## config.mk

```make
export PLATFORM = sky130hd
export DESIGN_NAME = amba_ahb_arbiter
export DESIGN_NICKNAME = d
export VERILOG_FILES = /design/src/rtl/amba_pkg.sv /design/src/rtl/amba_rr_picker.sv /design/src/rtl/amba_ahb_arbiter.sv
export SDC_FILE = /design/constraint.sdc
export NUM_CORES = 1
export LEC_CHECK = 0
export ABC_AREA = 1
export CAP_MARGIN = 20
export CORE_UTILIZATION = 62
export DETAILED_ROUTE_END_ITERATION = 8
export GPL_TIMING_DRIVEN = 0
export HOLD_SLACK_MARGIN = 0.06
export MAX_ROUTING_LAYER = met4
export PLACE_DENSITY = 0.95
export SYNTH_ARGS = -nofsm -noshare
export SYNTH_HDL_FRONTEND = slang
export SYNTH_SLANG_ARGS = --single-unit
export TNS_END_PERCENT = 30
```

## constraint.sdc

```tcl
create_clock -name clk -period 6.15 [get_ports clk]
set_input_delay 0.9225 -clock clk [delete_from_list [all_inputs] [get_ports clk]]
set_output_delay 0.9225 -clock clk [all_outputs]
set_load 0.05 [all_outputs]
```

## src/rtl/amba_pkg.sv

```systemverilog
// amba_pkg: shared AHB types and helpers for the amba arbiter slice.
//   htrans_e   - AHB transfer type encoding
//   hburst_e   - AHB burst type encoding
//   burst_beats- beats in a burst (undefined-length INCR capped at max_beats)
package amba_pkg;

  localparam int AMBA_MAX_MASTERS = 16;

  typedef enum logic [1:0] {
    HT_IDLE   = 2'd0,
    HT_BUSY   = 2'd1,
    HT_NONSEQ = 2'd2,
    HT_SEQ    = 2'd3
  } htrans_e;

  typedef enum logic [2:0] {
    HB_SINGLE = 3'd0,
    HB_INCR   = 3'd1,
    HB_WRAP4  = 3'd2,
    HB_INCR4  = 3'd3,
    HB_WRAP8  = 3'd4,
    HB_INCR8  = 3'd5,
    HB_WRAP16 = 3'd6,
    HB_INCR16 = 3'd7
  } hburst_e;

  function automatic logic [7:0] burst_beats(hburst_e b, logic [7:0] max_beats);
    case (b)
      HB_SINGLE:          return 8'd1;
      HB_INCR:            return max_beats;
      HB_WRAP4, HB_INCR4: return 8'd4;
      HB_WRAP8, HB_INCR8: return 8'd8;
      default:            return 8'd16;
    endcase
  endfunction

endpackage

```

## src/rtl/amba_rr_picker.sv

```systemverilog
// amba_rr_picker: combinational round-robin picker.
//   req - request vector
//   ptr - index where the upward scan starts (wraps at N)
//   gnt - one-hot winner (all zero when nothing requests)
//   vld - at least one request present
module amba_rr_picker #(
  parameter  int N  = 4,
  localparam int IW = $clog2(N)
) (
  input  logic [N-1:0]  req,
  input  logic [IW-1:0] ptr,
  output logic [N-1:0]  gnt,
  output logic          vld
);

  logic [IW:0]   sum;
  logic [IW-1:0] idx;

  always_comb begin
    gnt = '0;
    vld = 1'b0;
    sum = '0;
    idx = '0;
    for (int off = 0; off < N; off++) begin
      sum = {1'b0, ptr} + (IW+1)'(off);
      if (sum >= (IW+1)'(N)) sum = sum - (IW+1)'(N);
      idx = sum[IW-1:0];
      if (!vld && req[idx]) begin
        gnt[idx] = 1'b1;
        vld      = 1'b1;
      end
    end
  end

endmodule

```

## src/rtl/amba_ahb_arbiter.sv

```systemverilog
// amba_ahb_arbiter: round-robin, burst-aware AHB-lite bus arbiter.
// Grant only moves at transfer boundaries (IDLE or last beat of a burst);
// with no requests the bus parks on DEFAULT_MASTER.
// Optional feature macro: AMBA_ARB_LOCK_EN (locked transfers hold the grant).
// Ports:
//   clk, reset_n  - clock, async active-low reset
//   hbusreq/hlock - per-master request / lock request
//   htrans/hburst - transfer and burst type of the current owner
//   hready        - bus ready; low freezes every register here
//   hgrant        - registered one-hot grant
//   hmaster       - registered address-phase owner index
//   hmastlock     - registered locked-transfer flag
module amba_ahb_arbiter
  import amba_pkg::*;
#(
  parameter  int NUM_MASTERS    = 4,
  parameter  int DEFAULT_MASTER = 0,
  parameter  int MAX_BEATS      = 16,
  localparam int IW             = $clog2(NUM_MASTERS)
) (
  input  logic                   clk,
  input  logic                   reset_n,
  input  logic [NUM_MASTERS-1:0] hbusreq,
  input  logic [NUM_MASTERS-1:0] hlock,
  input  logic [1:0]             htrans,
  input  logic [2:0]             hburst,
  input  logic                   hready,
  output logic [NUM_MASTERS-1:0] hgrant,
  output logic [IW-1:0]          hmaster,
  output logic                   hmastlock
);

  localparam logic [NUM_MASTERS-1:0] PARK    = NUM_MASTERS'(1) << DEFAULT_MASTER;
  localparam logic [IW-1:0]          PTR_RST = IW'((DEFAULT_MASTER + 1) % NUM_MASTERS);
  localparam logic [7:0]             MAX_B   = 8'(MAX_BEATS);

  htrans_e trans;
  assign trans = htrans_e'(htrans);

  logic [7:0]             beat_cnt, beat_cnt_nxt, burst_len, burst_len_nxt;
  logic [IW-1:0]          rr_ptr, ptr_nxt, owner, pick_idx;
  logic [NUM_MASTERS-1:0] elig, pick, grant_nxt;
  logic                   pick_vld, arb, hold_grant;

  // Beat accounting; the next-state values feed the ARB test so a final
  // beat and a fresh NONSEQ are judged against the newly loaded length.
  always_comb begin
    beat_cnt_nxt  = beat_cnt;
    burst_len_nxt = burst_len;
    if (hready) begin
      case (trans)
        HT_NONSEQ: begin
          burst_len_nxt = burst_beats(hburst_e'(hburst), MAX_B);
          beat_cnt_nxt  = 8'd1;
        end
        HT_SEQ:  if (beat_cnt < burst_len) beat_cnt_nxt = beat_cnt + 8'd1;
        HT_IDLE: beat_cnt_nxt = 8'd0;
        default: ;
      endcase
    end
  end

  assign arb = hready & ((trans == HT_IDLE) | (htrans[1] & (beat_cnt_nxt == burst_len_nxt)));

  always_comb begin
    owner    = '0;
    pick_idx = '0;
    for (int i = 0; i < NUM_MASTERS; i++) begin
      if (hgrant[i]) owner    = IW'(i);
      if (pick[i])   pick_idx = IW'(i);
    end
  end

  // Owner is excluded only when someone else wants the bus, so a lone
  // requester keeps the grant while contention forces it to move on.
  always_comb begin
    elig = hbusreq & ~hgrant;
    if (elig == '0) elig = hbusreq;
  end

  amba_rr_picker #(.N(NUM_MASTERS)) u_pick (
    .req (elig),
    .ptr (rr_ptr),
    .gnt (pick),
    .vld (pick_vld)
  );

`ifdef AMBA_ARB_LOCK_EN
  // lock_hold keeps the grant for one further transfer after hlock drops.
  logic lock_hold;
  assign hold_grant = hlock[owner] | lock_hold;

  always_ff @(posedge clk or negedge reset_n) begin
    if (!reset_n) begin
      lock_hold <= 1'b0;
      hmastlock <= 1'b0;
    end else if (hready) begin
      if (arb) lock_hold <= hlock[owner];
      hmastlock <= hlock[owner];
    end
  end
`else
  logic unused_hlock;
  assign unused_hlock = ^hlock;
  assign hold_grant   = 1'b0;
  assign hmastlock    = 1'b0;
`endif

  always_comb begin
    grant_nxt = hgrant;
    ptr_nxt   = rr_ptr;
    if (arb && !hold_grant) begin
      if (!pick_vld) begin
        grant_nxt = PARK;
      end else begin
        grant_nxt = pick;
        if (pick != hgrant)
          ptr_nxt = (pick_idx == IW'(NUM_MASTERS - 1)) ? '0 : pick_idx + 1'b1;
      end
    end
  end

  // hmaster follows the grant one ready edge later (address-phase handover).
  always_ff @(posedge clk or negedge reset_n) begin
    if (!reset_n) begin
      hgrant    <= PARK;
      hmaster   <= IW'(DEFAULT_MASTER);
      rr_ptr    <= PTR_RST;
      beat_cnt  <= 8'd0;
      burst_len <= 8'd0;
    end else if (hready) begin
      hgrant    <= grant_nxt;
      hmaster   <= owner;
      rr_ptr    <= ptr_nxt;
      beat_cnt  <= beat_cnt_nxt;
      burst_len <= burst_len_nxt;
    end
  end

endmodule

```

==> metrics.txt <==
antenna violations before repair 0; input/output buffers 17; CTS sink cnt 24; Final period util 48.6%; FMAX 334 MHz; Clock Latency Late Sink 310 ps; GRT Residual Overflow 0; CP Cell Sequence clkdlybuf4s50_1 -> nand2_2 -> nor2_4 -> nand3b_2 -> nor2_2 -> nand3_1 -> nand2_2 -> nand3_2 -> nand2_1 -> nand2_1 -> inv_1 -> nand2_1 -> nor2_2 -> nand2_1 -> nand2_1 -> nand2_4 -> nor2_4 -> nand2_2 -> nand2_1 -> nand2_1; vias in the first global route 1915; Remaining DRCs 0; R2R Setup Slk 3560 ps; Via density 5.33; hold path depth 2; CP delay by family, top simple AND/OR/NAND/NOR gates; Die Span X 61.3 um; Final ANT Viol Nets 0; Post-synth EDFFs 0; Non-Filler Instances 402; final setup vio count 0; Synth Flop Type dfrtp_1; min Tclk post-route 2990 ps; # Post-CTS Setup Buffers 0; Post-Syn Instances 335; CTS tree built; initial drt markers 98; count leader, synth nand2_1; RSZ-0062 raised after global routing false; initial core utilization 64.9%; pin count of the biggest net entering global routing 25; Critical Path Fanout Max 7; I/O pin cnt 23; synthesized flop and latch total 24; Core Region 3360 um2; maxcap violations 0; power density over cell area 368 nW/um2; design area 2460 um2; top cell type's share of synthesized area 25.2%; CP endpoint kind register; sequential share of the synthesized area 27.6%; die area 3760 um2; DP Wirelength 3620 um; worst min path class register to register; Post-synth top cells nand2_1, inv_1, nand3_1; hold endpoint burst_len[6]$_DFFE_PN0P_; Root Driver clkbuf_4; Setup CP Type input port to register; CP max-delay cell clkdlybuf4s50_1; total track usage 28.0%; Worst setup SP type input port; Post-Syn Area 2180 um2; Critical Path RT 6360 ps; CTS resizes 0; cts-stage hold buffer count 0; Row Count 21; CP Data Arrival Time 3200 ps; Nets 388; placed cells 398; status complete, no violations; Synthesized Nets 365; crit-path most repeated cell nand2_1; worst hold start burst_len[6]$_DFFE_PN0P_; routed via count 2144; async set or reset register ratio after synthesis 100%; TNS Setup 0 ps; Max clock buf depth 2; first-pass GRT wire length 7730 um; Hold Violations, Final 0; Buffers & Inverters on Critical Path 2; reg2reg end rr_ptr[1]$_DFFE_PN0P_; Die H 61.3 um; Layout area overhead 12.7%; reg2reg start rr_ptr[0]$_DFFE_PN1P_; Synth area leader dfrtp_1; skew final 2.40 ps; Diodes inserted 0; static leakage 1.38 nW; Pre-Repair DR Iteration Count 4; most area-consuming cells after synthesis dfrtp_1, nand2_1, inv_1; Max Transition Viols Final 0; layout cells sized above 1 12.1%; syn_area_per_cell 6.51 um2; CTS Buf Count 3; wire length per cell 11.6 um; final wirelength 4650 um; max incr delay on CP 600 ps; placed inst area 2410 um2; clock slew at reported path FFs 120 ps; Placer Congestion 0.932; cell count of the worst reg-to-reg path 16; Peak VDD IR 345 uV; Syn. warnings 0; H-tree Lvls 1; number of distinct library cells after synthesis 30
## through the flow
stage               setup WS [ps]  power (mW)  hold slack (ps)  util [%]
floorplan                    3730       0.694              454         -
global placement             2920       0.813              468      71.7
detailed placement           2840       0.834              479      71.7
CTS                          3150       0.901              509      72.3
global route                 2870       0.994              552      73.1
finish                       3160       0.906              503      73.1
## worst min-delay path, delay by kind of cell, from the launching register on
kind,cells,cell delay (ps)
buffers and inverters,1,60
AND/OR/NAND/NOR,1,50
flip-flops,1,360
## per-layer routing
metal	global-route usage [%]	wire, um	share of wire, %	vias to the layer above
li1	-	-	-	1106
met1	31.9	2040	44	976
met2	48.8	2380	51	50
met3	2.73	130	2.8	12
met4	13.6	103	2.2	0
met5	-	0	0	-
## layout make-up
cell class              instances  area (um2)
inverters                      64         240
plain buffers                   4        43.8
repair buffers                 18         198
clock buffers                   3        22.5
flip-flops and latches         24         603
well taps                      46        57.6
fillers                       273         903
multi-input cells             243        1290
## how the worst max path moves through the flow
stage               start  cells after the start                    end
3_5_place_dp       hready                     20  rr_ptr[1]$_DFFE_PN0P_
5_1_grt            hready                     20  rr_ptr[1]$_DFFE_PN0P_
3_3_place_gp       hready                     20  rr_ptr[1]$_DFFE_PN0P_
2_1_floorplan  hbusreq[0]                     17  rr_ptr[1]$_DFFE_PN0P_
4_1_cts            hready                     20  rr_ptr[1]$_DFFE_PN0P_
6_report           hready                     20  rr_ptr[1]$_DFFE_PN0P_
## cells by family after synthesis
kind of cell / count (synthesis) / synth area share (%)
buf+inv: 68 / 13.0
fa+ha+maj: 14 / 8.03
simple gates: 207 / 45.4
flops: 24 / 27.6
compound gates: 21 / 5.79
other cells: 1 / 0.172
## cells in the final DEF (no fill, tap or decap), drive strengths merged
cell type / count
nor3: 2
clkinv: 1
dfrtp: 22
clkbuf: 4
clkdlybuf4s50: 17
o21a: 1
o21ai: 10
conb: 1
ha: 14
a21oi: 9
o22ai: 1
dfstp: 2
buf: 4
nand3b: 4
or2: 1
nand4: 17
nand3: 43
nand2: 120
nor2: 20
inv: 63
## registers in the layout (all words and copies together) (netlist names)
name	cells
beat_cnt	8
hgrant	4
burst_len	8
rr_ptr	2
hmaster	2
## report_power, final
| group | leakage, nW | switching (mW) | internal (mW) |
|---|---|---|---|
| logic | 1.05 | 0.400 | 0.202 |
| registers | 0.311 | 0.0435 | 0.193 |
| clock network | 0.0138 | 0.0452 | 0.0229 |
(Power assumes the default switching activity.)
